==> config.mk <==
export PLATFORM = sky130hd
export DESIGN_NAME = div_unit
export DESIGN_NICKNAME = d
export VERILOG_FILES = /design/src/rtl/div_unit.sv
export SDC_FILE = /design/constraint.sdc
export NUM_CORES = 1
export LEC_CHECK = 0
export ABC_AREA = 0
export BUFFER_PORTS_ARGS = -buffer_cell sky130_fd_sc_hd__buf_2
export CORE_UTILIZATION = 30
export CTS_BUF_LIST = sky130_fd_sc_hd__clkbuf_8
export DETAILED_ROUTE_END_ITERATION = 7
export PLACE_DENSITY = 0.42
export SYNTH_ARGS = -nofsm -noshare
export SYNTH_HDL_FRONTEND = slang
export SYNTH_SLANG_ARGS = --single-unit
export TNS_END_PERCENT = 100
==> constraint.sdc <==
create_clock -name clk -period 4.15 [get_ports clk]
set_input_delay 0.2075 -clock clk [delete_from_list [all_inputs] [get_ports clk]]
set_output_delay 0.2075 -clock clk [all_outputs]
set_load 0.01 [all_outputs]
==> src/rtl/div_unit.sv <==
// Iterative radix-2 restoring divider for RV32M div/divu/rem/remu.
// Define DIV_EARLY_OUT_EN to finish divide-by-zero and signed overflow without iterating.
module div_unit #(
    parameter int DATA_WIDTH = 32
) (
    input  logic                  clk,
    input  logic                  rst,
    input  logic                  start_i,
    input  logic [1:0]            op_i,
    input  logic [DATA_WIDTH-1:0] a_i,
    input  logic [DATA_WIDTH-1:0] b_i,
    input  logic                  kill_i,
    output logic                  busy_o,
    output logic                  done_o,
    output logic [DATA_WIDTH-1:0] res_o,
    output logic                  dz_o
);

    localparam int CNT_W = $clog2(DATA_WIDTH + 1);
    localparam logic [DATA_WIDTH-1:0] ONE  = DATA_WIDTH'(1);
    localparam logic [DATA_WIDTH-1:0] SMIN = {1'b1, {(DATA_WIDTH-1){1'b0}}};

    typedef enum logic [1:0] {IDLE, CALC, FIX, DONE} state_t;

    state_t                  state_q, state_d;
    logic [CNT_W-1:0]        cnt_q;
    logic                    rem_sel_q, neg_q_q, neg_r_q, dz_q, early_q;
    logic [DATA_WIDTH-1:0]   dvd_q, dvs_q, rem_q;

    logic                    accept, sgn_op, b_zero, special, fit;
    logic [DATA_WIDTH:0]     rem_sh, diff;
    logic [DATA_WIDTH-1:0]   q_fix, r_fix;

    function automatic logic [DATA_WIDTH-1:0] cond_neg(input logic [DATA_WIDTH-1:0] v,
                                                       input logic neg);
        return neg ? (~v + ONE) : v;
    endfunction

    assign accept = start_i && !kill_i && (state_q == IDLE || state_q == DONE);
    assign sgn_op = ~op_i[0];
    assign b_zero = (b_i == '0);

`ifdef DIV_EARLY_OUT_EN
    logic ovf;
    assign ovf     = sgn_op && (a_i == SMIN) && (b_i == '1);
    assign special = b_zero || ovf;
`else
    assign special = 1'b0;
`endif

    // One restoring step: shift in the next dividend bit, keep the difference if it fits
    assign rem_sh = {rem_q, dvd_q[DATA_WIDTH-1]};
    assign diff   = rem_sh - {1'b0, dvs_q};
    assign fit    = ~diff[DATA_WIDTH];

    assign q_fix  = dz_q ? '1 : cond_neg(dvd_q, neg_q_q);
    assign r_fix  = cond_neg(rem_q, neg_r_q);

    assign busy_o = (state_q == CALC) || (state_q == FIX && !early_q);
    assign done_o = (state_q == DONE);

    always_ff @(posedge clk) begin
        if (rst) state_q <= IDLE;
        else     state_q <= state_d;
    end

    always_comb begin
        state_d = state_q;
        case (state_q)
            IDLE, DONE: begin
                if (accept)                state_d = special ? FIX : CALC;
                else if (state_q == DONE)  state_d = IDLE;
            end
            CALC: begin
                if (kill_i)                      state_d = IDLE;
                else if (cnt_q == CNT_W'(1))     state_d = FIX;
            end
            FIX:     state_d = kill_i ? IDLE : DONE;
            default: state_d = IDLE;
        endcase
    end

    always_ff @(posedge clk) begin
        if (rst) begin
            cnt_q     <= '0;
            rem_sel_q <= 1'b0;
            neg_q_q   <= 1'b0;
            neg_r_q   <= 1'b0;
            dz_q      <= 1'b0;
            early_q   <= 1'b0;
            dvd_q     <= '0;
            dvs_q     <= '0;
            rem_q     <= '0;
            res_o     <= '0;
            dz_o      <= 1'b0;
        end else begin
            if (accept) begin
                rem_sel_q <= op_i[1];
                cnt_q     <= CNT_W'(DATA_WIDTH);
                dz_q      <= b_zero;
                early_q   <= special;
                if (special) begin
                    // Preload the final magnitudes so FIX selects the special result unchanged
                    neg_q_q <= 1'b0;
                    neg_r_q <= 1'b0;
                    dvd_q   <= SMIN;
                    dvs_q   <= b_i;
                    rem_q   <= b_zero ? a_i : '0;
                end else begin
                    neg_q_q <= sgn_op && (a_i[DATA_WIDTH-1] ^ b_i[DATA_WIDTH-1]);
                    neg_r_q <= sgn_op && a_i[DATA_WIDTH-1];
                    dvd_q   <= cond_neg(a_i, sgn_op && a_i[DATA_WIDTH-1]);
                    dvs_q   <= cond_neg(b_i, sgn_op && b_i[DATA_WIDTH-1]);
                    rem_q   <= '0;
                end
            end else if (state_q == CALC) begin
                rem_q <= fit ? diff[DATA_WIDTH-1:0] : rem_sh[DATA_WIDTH-1:0];
                dvd_q <= {dvd_q[DATA_WIDTH-2:0], fit};
                cnt_q <= cnt_q - CNT_W'(1);
            end
            if (state_q == FIX && !kill_i) begin
                res_o <= rem_sel_q ? r_fix : q_fix;
                dz_o  <= dz_q;
            end
        end
    end

endmodule

# --- Yosys cells after proc, flatten, opt, wreduce, memory -nomap -nowiden ---
# Cells that the tools add are included.
word_totals:
  out_inout_bits: 35
  register_bits: 141
  inputBits: 70
  word_cells: 63
classes:
  mux: 17
  n_bitwise: 7
  add_sub_neg: 6
  n_reduce_logical: 15
  eq_ne: 6
op_table:
  columns: ["cell", "count"]
  rows:
  - ["32-bit 2-to-1 mux", 9]
  - ["32-bit by 1-bit adder with 32-bit output (second input constant)", 4]
  - ["32-bit NOT", 4]
  - ["33-bit by 32-bit subtractor with 33-bit output", 1]
  - ["32-bit zero test", 1]
  - ["6-bit 2-to-1 mux", 2]
  - ["2-bit 2-to-1 mux", 5]
  - ["6-bit by 1-bit == test with 1-bit output (second input constant)", 1]
  - ["1-bit logical AND", 6]
  - ["2-bit case mux with 3 select lines", 1]
  - ["6-bit by 1-bit subtractor with 6-bit output (second input constant)", 1]
  - ["2-bit == test (second input constant)", 2]
  - ["2-bit OR reduction", 2]
  - ["3-bit by 2-bit inequality test with 1-bit output (second input constant)", 1]
  - ["3-bit inequality test (second input constant)", 1]
  - ["2-bit by 1-bit == test with 1-bit output (second input constant)", 1]
  - ["2-bit zero test", 1]
  - ["1-bit logical OR", 2]
  - ["1-bit NOT", 2]
  - ["2-bit AND reduction", 1]
  - ["2-bit nonzero test", 1]
  - ["1-bit zero test", 1]
  - ["1-bit XOR", 1]

# --- Logic depth before layout (Yosys ltp) ---
# Gate-level depths: netlist of run 1.
depth:
  word_depth: 5
  mapped_depth: 15
  depth_no_buf: 13

# --- Least setup slack after synthesis of run 1 ---
# No wires, ideal clock.
synth_path:
  path_type: "register -> register"
  start: "register dvd_q[31]"
  end: "register rem_q[22]"
  required_ns: 4.018
  setup_ns: 0.132
  n_path_buf: 2
  stages_incl_launch_ff: 16
  period_less_slack_ns: 3.061
  path_slack_ns: 1.089
  t_arrival_ns: 2.928
  cell_sequence: "dfxtp_1 > inv_1 > ha_1 > fa_1 > nor2b_1 > o21a_1 > o211ai_1 > a31o_2 > a21boi_0 > nor4_4 > a211o_1 > nand3_1 > buf_4 > buf_4 > mux2i_1 > a21oi_1"
synth_between:
  elab_chain_cells: 2
synth_lines:
  columns: ["element", "line_no", "rtl"]
  rows:
  - ["start: declaration", "28", "logic [DATA_WIDTH-1:0] dvd_q, dvs_q, rem_q;"]
  - ["start signal: assignment", "112", "dvd_q <= cond_neg(a_i, sgn_op && a_i[DATA_WIDTH-1]);"]
  - ["start signal: assignment", "118", "dvd_q <= {dvd_q[DATA_WIDTH-2:0], fit};"]
  - ["33-bit by 32-bit subtractor with 33-bit output", "53", "assign diff = rem_sh - {1'b0, dvs_q};"]
  - ["32-bit 2-to-1 mux", "117", "rem_q <= fit ? diff[DATA_WIDTH-1:0] : rem_sh[DATA_WIDTH-1:0];"]
  - ["end signal: assignment", "108", "rem_q <= b_zero ? a_i : '0;"]
  - ["end signal: assignment", "117", null]
  - ["end: declaration", "28", null]
# No other way between the ends.
# A chain may end at the register's enable or synchronous reset.

# --- Final worst setup path of run 1 ---
layout_path:
  start: "register dvd_q[31]"
  end: "register rem_q[19]"
# Same word-level chain as after synthesis.

==> key figures, run 1 <==
Global route
  • Global Route Usage Sum: a little under a fifth
  • First-pass GRT wire length: between 50000 and 60000 um
  • Antenna violations before repair: 0
  • Gr ovfl total: 0
  • Pin count of the biggest net entering global routing: between 70 and 80
  • Vias in the first global route: 8991

Clock network
  • Maximum buffer depth of the clock tree: 2
  • CTS tree: done
  • H-tree depth: 4
  • Root buf cell: clkbuf_8
  • Clock latency on the worst-skew pair: approximately 0.48 ns
  • CTS resizes: 0
  • Clock sinks: about 140
  • Clock buffer count from CTS: 17
  • Clk pin slew, worst setup/hold paths: 0.09 ns

Floorplan
  • Die Ht: about 190 um
  • Core Footprint: about 34000 um2
  • Top-level I/O count: between 100 and 150
  • Initial core utilization: approximately 30%
  • Area of the die: 34900 um2
  • Cell Rows: 67
  • Die width: roughly 190 um

STA
  • Fin Clk Skew: about 0.018 ns
  • Final WS setup: between 0.7 and 0.8 ns
  • Setup_tns: 0 ns
  • Final Cycle Share: slightly above 80%
  • F_max: around 290 MHz
  • RSZ-0062 raised after global routing: no
  • Final hold vios: 0
  • Period minus WS final: 3.44 ns
  • Final setup vio count: 0
  • Worst slew pin tran: approximately 1.1 ns
  • Rel. slew slack: between 20% and 30%
  • Slew Viols, Final: 0

Route
  • Final WL: ~33000 um
  • Vias/cell: ~5.2
  • Vias after detailed routing: 9522
  • Post-DRT Antenna Nets: 0
  • WL per Instance: ~18 um
  • Initial drt markers: 502
  • Residual DRC: 0
  • Drt pass-1 iters: 5

Synthesis
  • Netlist Area Pre-Place: 10300 um2
  • Synth Flop Type: dfxtp_1
  • Post-synth EDFFs: 0
  • Yosys cell types: 67
  • Area fraction of the dominant cell type after synthesis: 27.5%
  • Syn Nets: 1415
  • Syn. warnings: 0
  • Yosys top cell by area: dfxtp_1
  • Synth top area cells: dfxtp_1, xor2_1, a21oi_1, mux2i_1, nor2_1
  • Ys async rst share: 0%
  • Post-synthesis register bit count: around 140
  • Cells after Synth: 1303
  • Synthesized area per cell: slightly below 8 um2
  • Register area share after synthesis: 27.5%

Power
  • Sw Pwr: ~2.4 mW
  • Combinational share of power: around half
  • Clock network fraction of total power: ~21%
  • Peak VDD IR: 0.254 mV
  • P_int: 3.14 mW
  • Leakage power: about 4.5 nW
  • Pwr/cell area: about 470 nW/um2
  • Sw Ratio: 43.0%
  • Reg power frac: between 30% and 40%

Placed design
  • Worst slack at placement: about 0.77 ns
  • Gpl congestion: roughly 0.8
  • HPWL after DPL: 24800 um
  • Cell Area, Placed: approximately 11000 um2
  • I/O Buffers: 104

Setup path
  • CP startpoint kind: flop
  • Crit path required time: roughly 4.5 ns
  • CP Data Arrival Time: 3.78 ns
  • CP endpoint kind: flop
  • Worst-path fanout max: 18
  • R2R setup slack: slightly above 0.7 ns
  • Crit Path Category: flop to flop

Status
  • Status: finished clean

Final layout
  • Design area: about 12000 um2
  • Layout area overhead: 13.5%
  • Layout cells sized above 1: a little over an eighth
  • N_diodes: 0
  • Nets: around 1500

Worst hold path
  • Worst Hold Class: input port to flop

Flow run
  • Max Cap Viol: 0
## repair_timing
item,4_1_cts,5_1_grt
setup buffers,0,0
endpoints found under the hold margin,3,0
hold buffers,3,0
## layout by cell type, fill, tap and decap left out, types with 5 or more instances in the layout
cell	instances
nor2_1	156
dfxtp_1	141
a21oi_1	126
buf_2	103
xor2_1	89
nand2_1	79
o21ai_0	64
inv_1	60
a211oi_1	59
xnor2_1	59
mux2i_1	59
ha_1	40
nor3_1	32
a221oi_1	31
buf_4	22
clkbuf_8	20
or3_1	19
o31ai_1	19
nand3_1	16
or4_1	13
nand4_1	12
nand2b_1	11
nor4_1	11
o41ai_1	9
a311oi_1	8
a21o_1	8
and3_1	8
nor2b_1	7
o21a_1	6
o211ai_1	6
and2_1	6
o21bai_1	6
nor4_4	5
a31oi_1	5
## sequential cells by signal, indices dropped and copies added, names as in the netlist
name       count
neg_q_q        1
rem_sel_q      1
dvd_q         32
dz_q           1
cnt_q          6
dz_o           1
res_o         32
dvs_q         32
neg_r_q        1
state_q        2
rem_q         32
## metrics by stage
stage | power, mW | instances | utilization [%] | hold WS [ns]
final | 5.51 | 1832 | 34.6 | 0.0483
after global routing | 5.93 | 1832 | 34.6 | 0.0221
after CTS | 5.57 | 1832 | 34.6 | 0.00213
after detailed placement | 4.40 | 1797 | 33.4 | 0.451
after global placement | 4.42 | 1797 | 33.4 | 0.443
after floorplan | 3.74 | 1303 | - | 0.343
## cells by family after synthesis
| group | count (synthesis) | synth area share, % |
|---|---|---|
| AOI/OAI and AO/OA | 381 | 24.7 |
| xor gates and xnor gates | 148 | 12.6 |
| adders and majority gates | 42 | 5.20 |
| buffers and inverters | 140 | 5.32 |
| DFF | 141 | 27.5 |
| muxes | 59 | 5.76 |
| and+or+nand+nor | 392 | 18.8 |
## Yosys cell counts (3+ instances only)
cell type    n
ha_1        41
nor2b_1      7
inv_1       60
xnor2_1     59
o31ai_2      3
o31ai_1     19
buf_2        7
a31oi_1      5
a31o_2       3
and3_1       8
a21oi_1    126
buf_1       12
a21o_1       8
xor2_1      89
o21a_1       6
or4_1       13
nand2_1     79
o21bai_1     6
o21ai_1      3
nor4_4       5
o211ai_1     6
nand3_1     16
o21ai_0     64
nand2b_1    12
nor4_1      11
nor3_1      32
nor2_1     157
a311oi_1     8
a211oi_1    59
a21boi_0     3
mux2i_1     59
clkbuf_1    58
o41ai_1      9
a221oi_1    31
or3_1       19
dfxtp_1    141
and2_1       6
nand4_1     12
## per-layer routing
layer | vias to the layer above | global-route usage (%) | routed length, um | share of wire [%]
met3 | 9 | 2.87 | 857 | 2.6
met5 | - | 0 | 0 | 0
met4 | 0 | 4.04 | 257 | 0.79
met1 | 4496 | 28.5 | 17600 | 54
met2 | 144 | 28.1 | 13900 | 43
li1 | 4873 | - | - | -
## final cells by class
type                       instances  area (um2)
clock buffer                      20         275
multi-input combinational       1022        6910
inverter                          60         225
clock inverter                    12         111
tap                              448         561
fill                            3599       22000
sequential                       141        2820
timing repair buffer             129         731
## power groups by stage
stage          logic, mW  clock network, mW  registers, mW
6_report            2.69               1.13           1.69
5_1_grt             2.98               1.23           1.72
4_1_cts             2.69               1.18           1.70
3_5_place_dp        2.67                  0           1.73
3_3_place_gp        2.69                  0           1.73
2_1_floorplan       2.09                  0           1.65
## path summary, 6_finish.rpt
path                    end  startpoint  cells past startpoint
setup reg to reg  rem_q[19]   dvd_q[31]                     14
hold reg to reg   dvs_q[29]   dvs_q[29]                      2
hold / removal    dvs_q[29]     b_i[29]                      4
setup / recovery  rem_q[19]   dvd_q[31]                     14
## critical path, cell delays in order, from the launching register on
cell      delay (ns)
dfxtp_1         0.36
inv_1           0.08
ha_1            0.23
fa_1            0.41
nor2b_1         0.13
o21a_1          0.15
o211ai_1        0.10
a31o_2          0.25
a21boi_0        0.37
nor4_4          0.10
a211o_1         0.33
nand3_1         0.10
buf_4           0.34
mux2i_1         0.24
a21oi_1         0.08
Note: power is estimated with default switching activity, not from simulation.
==> run 2: changes to the inputs <==
- clock period: 4.15 -> 3.3 ns (I/O delays scaled with it)
==> run 2 against run 1 <==
Net effect:
- sequential cell count is the same
- total power is 32% higher
- via count is 1.8% higher
- routed wire length grew 3.3%
- critical endpoint is now res_o[22]
- register-to-register slack worse by 0.52 ns
- clock skew decreased by 0.0023 ns
- critical path type unchanged
- core utilization rose by 1.4 points
- count of clock-buffer cells in the layout shrank 3
- maximum frequency is 11% higher
- worst hold slack worse by 0.013 ns
==> key figures, run 2 (synthesis results as in run 1) <==
Power
  • Reg power frac: 28.6% (was 30.7%)
  • Leakage power: 4.77 nW (was 4.52 nW)
  • Combinational share of power: 50.1% (was 48.7%)
  • Peak VDD IR: 0.298 mV (was 0.254 mV)
  • Sw Ratio: 42.3% (was 43.0%)
  • Sw Pwr: 3.08 mW (was 2.37 mW)
  • P_int: 4.20 mW (was 3.14 mW)
  • Pwr/cell area: 602 nW/um2 (was 474 nW/um2)
  • Clock network fraction of total power: 21.3% (was 20.5%)

STA
  • Final WS setup: 0.187 ns (was 0.706 ns)
  • F_max: 321 MHz (was 290 MHz)
  • RSZ-0062 raised after global routing: no (unchanged)
  • Period minus WS final: 3.11 ns (was 3.44 ns)
  • Final hold vios: 0 (unchanged)
  • Slew Viols, Final: 0 (unchanged)
  • Final Cycle Share: 94.3% (was 83.0%)
  • Setup_tns: 0 ns (unchanged)
  • Final setup vio count: 0 (unchanged)
  • Worst slew pin tran: 0.974 ns (was 1.15 ns)
  • Rel. slew slack: 35.0% (was 23.5%)
  • Fin Clk Skew: 0.0156 ns (was 0.0179 ns)

Floorplan
  • Area of the die: 34900 um2 (unchanged)
  • Die width: 187 um (unchanged)
  • Initial core utilization: 30.5% (unchanged)
  • Cell Rows: 67 (unchanged)
  • Die Ht: 187 um (unchanged)
  • Top-level I/O count: 105 (unchanged)
  • Core Footprint: 33600 um2 (unchanged)

Status
  • Status: finished clean (unchanged)

Final layout
  • Register Area: 2820 um2 (about the same)
  • Filler cells: 3587 (was 3599)
  • Layout area overhead: 18.0% (was 13.5%)
  • N_diodes: 0 (unchanged)
  • Multi-input gate area: 6930 um2 (was 6910 um2)
  • Commonest non-fill, non-tap cell in the layout: nor2_1 (unchanged)
  • Nets: 1529 (was 1483)
  • Layout cells sized above 1: 15.9% (was 13.6%)
  • Commonest non-fill, non-tap cells in the layout: nor2_1, dfxtp_1, a21oi_1 (unchanged)

Setup path
  • CP delay by family, top: simple AND/OR/NAND/NOR gates (was compound AO/OA/AOI/OAI gates)
  • Worst-path fanout max: 7 (was 18)
  • R2R setup slack: 0.19 ns (was 0.71 ns)
  • Most used cell along the critical path: nand2b_1
  • CP Data Arrival Time: 3.46 ns (was 3.78 ns)
  • Crit Path Category: flop to flop (unchanged)
  • CP endpoint kind: flop (unchanged)
  • Worst r2r path cells: 10 (was 14)
  • WP depth: 10 (was 14)
  • Crit path cell chain: nor4_4 > nand2b_1 > nand2b_1 > or4_4 > or3_1 > o41ai_2 > xor2_1 > a221oi_1 > a21oi_1 > nor2_1 (was inv_1 > ha_1 > fa_1 > nor2b_1 > o21a_1 > o211ai_1 > a31o_2 > a21boi_0 > nor4_4 > a211o_1 > nand3_1 > buf_4 > mux2i_1 > a21oi_1)
  • Crit path required time: 3.65 ns (was 4.48 ns)
  • CP startpoint kind: flop (unchanged)
  • CP max-delay cell: or3_1 (was fa_1)
  • Slowest stage delay, CP: 0.50 ns (was 0.41 ns)
  • WP buf/inv: 0 (was 2)

Global route
  • Global Route Usage Sum: 19.5% (was 18.9%)
  • Pin count of the biggest net entering global routing: 98 (was 74)
  • Gr ovfl total: 0 (unchanged)
  • First-pass GRT wire length: 53900 um (was 52200 um)
  • Vias in the first global route: 9365 (was 8991)
  • Antenna violations before repair: 0 (unchanged)

Clock network
  • CTS tree: done (unchanged)
  • Clock buffer count from CTS: 17 (unchanged)
  • Clk pin slew, worst setup/hold paths: 0.09 ns (about the same)
  • Clock sinks: 141 (unchanged)
  • Root buf cell: clkbuf_8 (unchanged)
  • Maximum buffer depth of the clock tree: 2 (unchanged)
  • H-tree depth: 4 (unchanged)
  • Setup Fix Bufs, Post-CTS: 0 (unchanged)
  • Clock latency on the worst-skew pair: 0.49 ns (was 0.48 ns)

Worst hold path
  • Worst Hold Class: input port to flop (unchanged)
  • Hold Path Depth: 4 (unchanged)

Flow run
  • Max Cap Viol: 0 (unchanged)

Placed design
  • Gpl congestion: 0.849 (was 0.821)
  • I/O Buffers: 104 (unchanged)
  • Worst slack at placement: 0.139 ns (was 0.770 ns)
  • HPWL after DPL: 25700 um (was 24800 um)

Route
  • Initial drt markers: 599 (was 502)
  • Vias/cell: 5.16 (was 5.20)
  • Post-DRT Antenna Nets: 0 (unchanged)
  • Vias after detailed routing: 9695 (was 9522)
  • Residual DRC: 0 (unchanged)
  • Final WL: 33600 um (was 32500 um)
  • Drt pass-1 iters: 5 (unchanged)
  • WL per Instance: 17.9 um (was 17.8 um)
## run 2: changes by cell type in the layout (fill, tap and decap cells not counted), moves of 2 or more
cell and delta:
buf_12 +3, buf_4 +32, bufinv_16 +2, clkbuf_8 -3
clkinv_2 -2, clkinv_4 +3, dlygate4sd3_1 +11
## run 2: power by group through the flow
stage               registers (mW)  logic (mW)  clock network (mW)
floorplan                     2.08        2.62                   0
global placement              2.12        3.63                   0
detailed placement            2.12        3.62                   0
CTS                           2.08        3.64                1.61
global route                  2.11        4.03                1.66
finish                        2.09        3.65                1.55
## run 2: worst paths after layout
check / from / end
min: a_i[28] / dvd_q[28]
max reg2reg: rem_q[4] / res_o[22]
min reg2reg: dvs_q[27] / dvs_q[27]
max: rem_q[4] / res_o[22]
## run 2: area by class of cell
class	instances	share of cell area (%)
clock buffers	17	1.93
repair buffers	175	9.43
inverters	60	1.86
clock inverters	15	1.56
multi-input cells	1022	57.2
well taps	448	4.63
flip-flops and latches	141	23.3
## run 2: repair_timing
| item | 4_1_cts | 5_1_grt |
|---|---|---|
| endpoints found under the hold margin | 14 | 0 |
| gates resized for setup | 0 | 7 |
| setup endpoints to repair | 0 | 37 |
| hold buffers | 14 | 0 |
## run 2: worst register-to-register path, cell delays in order (launching register included)
cell	delay (ns)
dfxtp_1	0.43
nor4_4	0.42
nand2b_1	0.14
nand2b_1	0.18
or4_4	0.45
or3_1	0.51
o41ai_2	0.27
xor2_1	0.25
a221oi_1	0.12
a21oi_1	0.16
nor2_1	0.05
## run 2: routing by layer
| metal | share of wire [%] | GRT usage (%) |
|---|---|---|
| met4 | 1.2 | 4.73 |
| met1 | 52 | 28.5 |
| met3 | 3.7 | 3.47 |
| met5 | 0 | 0 |
| met2 | 43 | 29.4 |
## run 2: metrics by stage
stage | hold WS, ns | power (mW) | cell area, um2 | util [%] | std cells
after floorplan | 0.301 | 4.70 | 10300 | - | 1303
after global placement | 0.437 | 5.75 | 11500 | 34.3 | 1832
after detailed placement | 0.439 | 5.74 | 11500 | 34.3 | 1832
after CTS | 0.000183 | 7.33 | 12100 | 35.9 | 1878
after global routing | 0.0179 | 7.80 | 12100 | 36.0 | 1878
final | 0.0353 | 7.29 | 12100 | 36.0 | 1878
==> run 3: changes to the inputs <==
- CORE_UTILIZATION: 30 -> 50
- PLACE_DENSITY: 0.42 -> 0.65
==> run 3 against run 2 <==
Net effect:
- final area down 1.9%
- core utilization rose by 23 points
- sequential cell count is the same
- worst setup slack got worse by 0.078 ns
- routed wire length down 12%
- first-iteration DRC count rose by 25%
- largest power group unchanged
- highest routed layer unchanged
==> key figures, run 3 (synthesis results as in run 1) <==
Global route
  • Gr ovfl total: 0 (unchanged)
  • Vias in the first global route: 8707 (was 9365)
  • Pin count of the biggest net entering global routing: 98 (unchanged)
  • Global Route Usage Sum: 27.9% (was 19.5%)
  • First-pass GRT wire length: 47000 um (was 53900 um)
  • Antenna violations before repair: 1 (was 0)

Placed design
  • Cell Area, Placed: 11200 um2 (was 11500 um2)
  • I/O Buffers: 104 (unchanged)
  • HPWL after DPL: 21500 um (was 25700 um)
  • Worst slack at placement: 0.0940 ns (was 0.139 ns)
  • Placed cells: 1646 (was 1832)
  • Gpl congestion: 0.927 (was 0.849)

Power
  • Sw Pwr: 3.19 mW (was 3.08 mW)
  • Tot Pwr: 7.52 mW (was 7.29 mW)
  • Leakage power: 4.77 nW (about the same)
  • Sw Ratio: 42.4% (was 42.3%)
  • Pwr/cell area: 633 nW/um2 (was 602 nW/um2)
  • P_int: 4.33 mW (was 4.20 mW)
  • Reg power frac: 27.8% (was 28.6%)
  • Clock network fraction of total power: 20.5% (was 21.3%)
  • Combinational share of power: 51.6% (was 50.1%)
  • Peak VDD IR: 0.371 mV (was 0.298 mV)

Setup path
  • Worst r2r dst: rem_q[16] (was res_o[22])
  • Critical Path End: rem_q[16] (was res_o[22])
  • Crit path required time: 3.69 ns (was 3.65 ns)
  • Crit path from: dvs_q[13] (was rem_q[4])
  • Crit Path Category: flop to flop (unchanged)
  • CP endpoint kind: flop (unchanged)
  • Worst r2r path cells: 14 (was 10)
  • CP startpoint kind: flop (unchanged)
  • Worst-path fanout max: 6 (was 7)
  • CP Data Arrival Time: 3.58 ns (was 3.46 ns)
  • R2r startpoint: dvs_q[13] (was rem_q[4])
  • R2R setup slack: 0.11 ns (was 0.19 ns)

Route
  • WL per Instance: 17.5 um (was 17.9 um)
  • Post-DRT Antenna Nets: 0 (unchanged)
  • Initial drt markers: 748 (was 599)
  • Residual DRC: 0 (unchanged)
  • Drt pass-1 iters: 5 (unchanged)
  • Vias/cell: 5.86 (was 5.16)
  • Final WL: 29600 um (was 33600 um)
  • Vias after detailed routing: 9904 (was 9695)

Clock network
  • H-tree depth: 4 (unchanged)
  • Clk pin slew, worst setup/hold paths: 0.09 ns (about the same)
  • Clock buffer count from CTS: 17 (unchanged)
  • Clock latency on the worst-skew pair: 0.48 ns (was 0.49 ns)
  • Maximum buffer depth of the clock tree: 2 (unchanged)
  • Clock sinks: 141 (unchanged)
  • Root buf cell: clkbuf_8 (unchanged)
  • CTS tree: done (unchanged)

Floorplan
  • Core Footprint: 20200 um2 (was 33600 um2)
  • Area of the die: 21100 um2 (was 34900 um2)
  • Cell Rows: 52 (was 67)
  • Top-level I/O count: 105 (unchanged)
  • Die width: 145 um (was 187 um)
  • Die Ht: 145 um (was 187 um)
  • Initial core utilization: 50.8% (was 30.5%)

STA
  • Worst slew pin tran: 1.14 ns (was 0.974 ns)
  • Final Hold Slack: 0.0211 ns (was 0.0353 ns)
  • Setup_tns: 0 ns (unchanged)
  • Rel. slew slack: 24.3% (was 35.0%)
  • Slew Viols, Final: 0 (unchanged)
  • Period minus WS final: 3.19 ns (was 3.11 ns)
  • Final Cycle Share: 96.7% (was 94.3%)
  • Final setup vio count: 0 (unchanged)
  • Final WS setup: 0.109 ns (was 0.187 ns)
  • F_max: 313 MHz (was 321 MHz)
  • Fin Clk Skew: 0.0145 ns (was 0.0156 ns)
  • Final hold vios: 0 (unchanged)

Worst hold path
  • Hold Path Depth: 4 (unchanged)
  • Worst Hold Class: input port to flop (unchanged)

Final layout
  • Post-Route Utilization: 58.9% (was 36.0%)
  • N_diodes: 0 (unchanged)
  • Commonest non-fill, non-tap cells in the layout: nor2_1, dfxtp_1, a21oi_1 (unchanged)
  • Non-filler cells, final: 1691 (was 1878)
  • Design area: 11900 um2 (was 12100 um2)
  • Filler cells: 1900 (was 3587)
  • Register Area: 2830 um2 (was 2820 um2)
  • Commonest non-fill, non-tap cell in the layout: nor2_1 (unchanged)
  • Layout cells sized above 1: 16.6% (was 15.9%)
  • Layout area overhead: 15.8% (was 18.0%)
  • Multi-input gate area: 6970 um2 (was 6930 um2)
  • Nets: 1520 (was 1529)

Status
  • Status: finished clean (unchanged)

Flow run
  • Max Cap Viol: 0 (unchanged)
-- run 3: timing repair --
action                                  in CTS  in global routing
endpoints found under the setup margin       0                 34
hold buffers                                 6                  0
buffers inserted                             0                  4
gates resized for setup                      0                 17
hold endpoints to repair                     6                  0
-- run 3: area by class of cell --
cell class,instances,share of cell area (%)
tap,270,2.84
sequential,141,23.8
clock buffer,17,1.97
timing repair buffer,166,9.23
clock inverter,15,1.60
inverter,60,1.90
multi-input combinational,1022,58.7
-- run 3: power by group through the flow --
stage / combinational (mW) / clock, mW / sequential (mW)
global route: 4.21 / 1.64 / 2.11
global placement: 3.45 / 0 / 2.12
CTS: 3.50 / 1.56 / 2.08
detailed placement: 3.47 / 0 / 2.12
floorplan: 2.62 / 0 / 2.08
finish: 3.88 / 1.54 / 2.09
-- run 3: worst min-delay path by stage --
| stage | startpoint | endpoint | slack [ns] |
|---|---|---|---|
| 4_1_cts | b_i[18] | dvs_q[18] | 0.004 |
| 2_1_floorplan | b_i[0] | dvs_q[0] | 0.30 |
| 3_3_place_gp | op_i[1] | rem_sel_q | 0.43 |
| 5_1_grt | b_i[29] | dvs_q[29] | 0.02 |
| 3_5_place_dp | op_i[1] | rem_sel_q | 0.43 |
| 6_report | a_i[22] | dvd_q[22] | 0.02 |
-- run 3: critical path, stage by stage (launching register included) --
cell and delay (ns):
dfxtp_2 0.38, inv_1 0.06, ha_1 0.33, a21o_1 0.19, a21o_1 0.20, a211oi_2 0.21
nor4_1 0.07, a21boi_2 0.17, nor4_4 0.43, a211o_1 0.24, nand3_2 0.09, buf_4 0.21
clkbuf_16 0.17, mux2i_1 0.11, a211oi_1 0.22
-- run 3: routing by layer --
layer  GRT usage, %  wire length (um)  vias to the layer above
li1               -                 -                     4929
met1           41.9             14600                     4583
met2           40.5             12500                      350
met3           4.40              1950                       42
met4           7.95               569                        0
met5              0                 0                        -
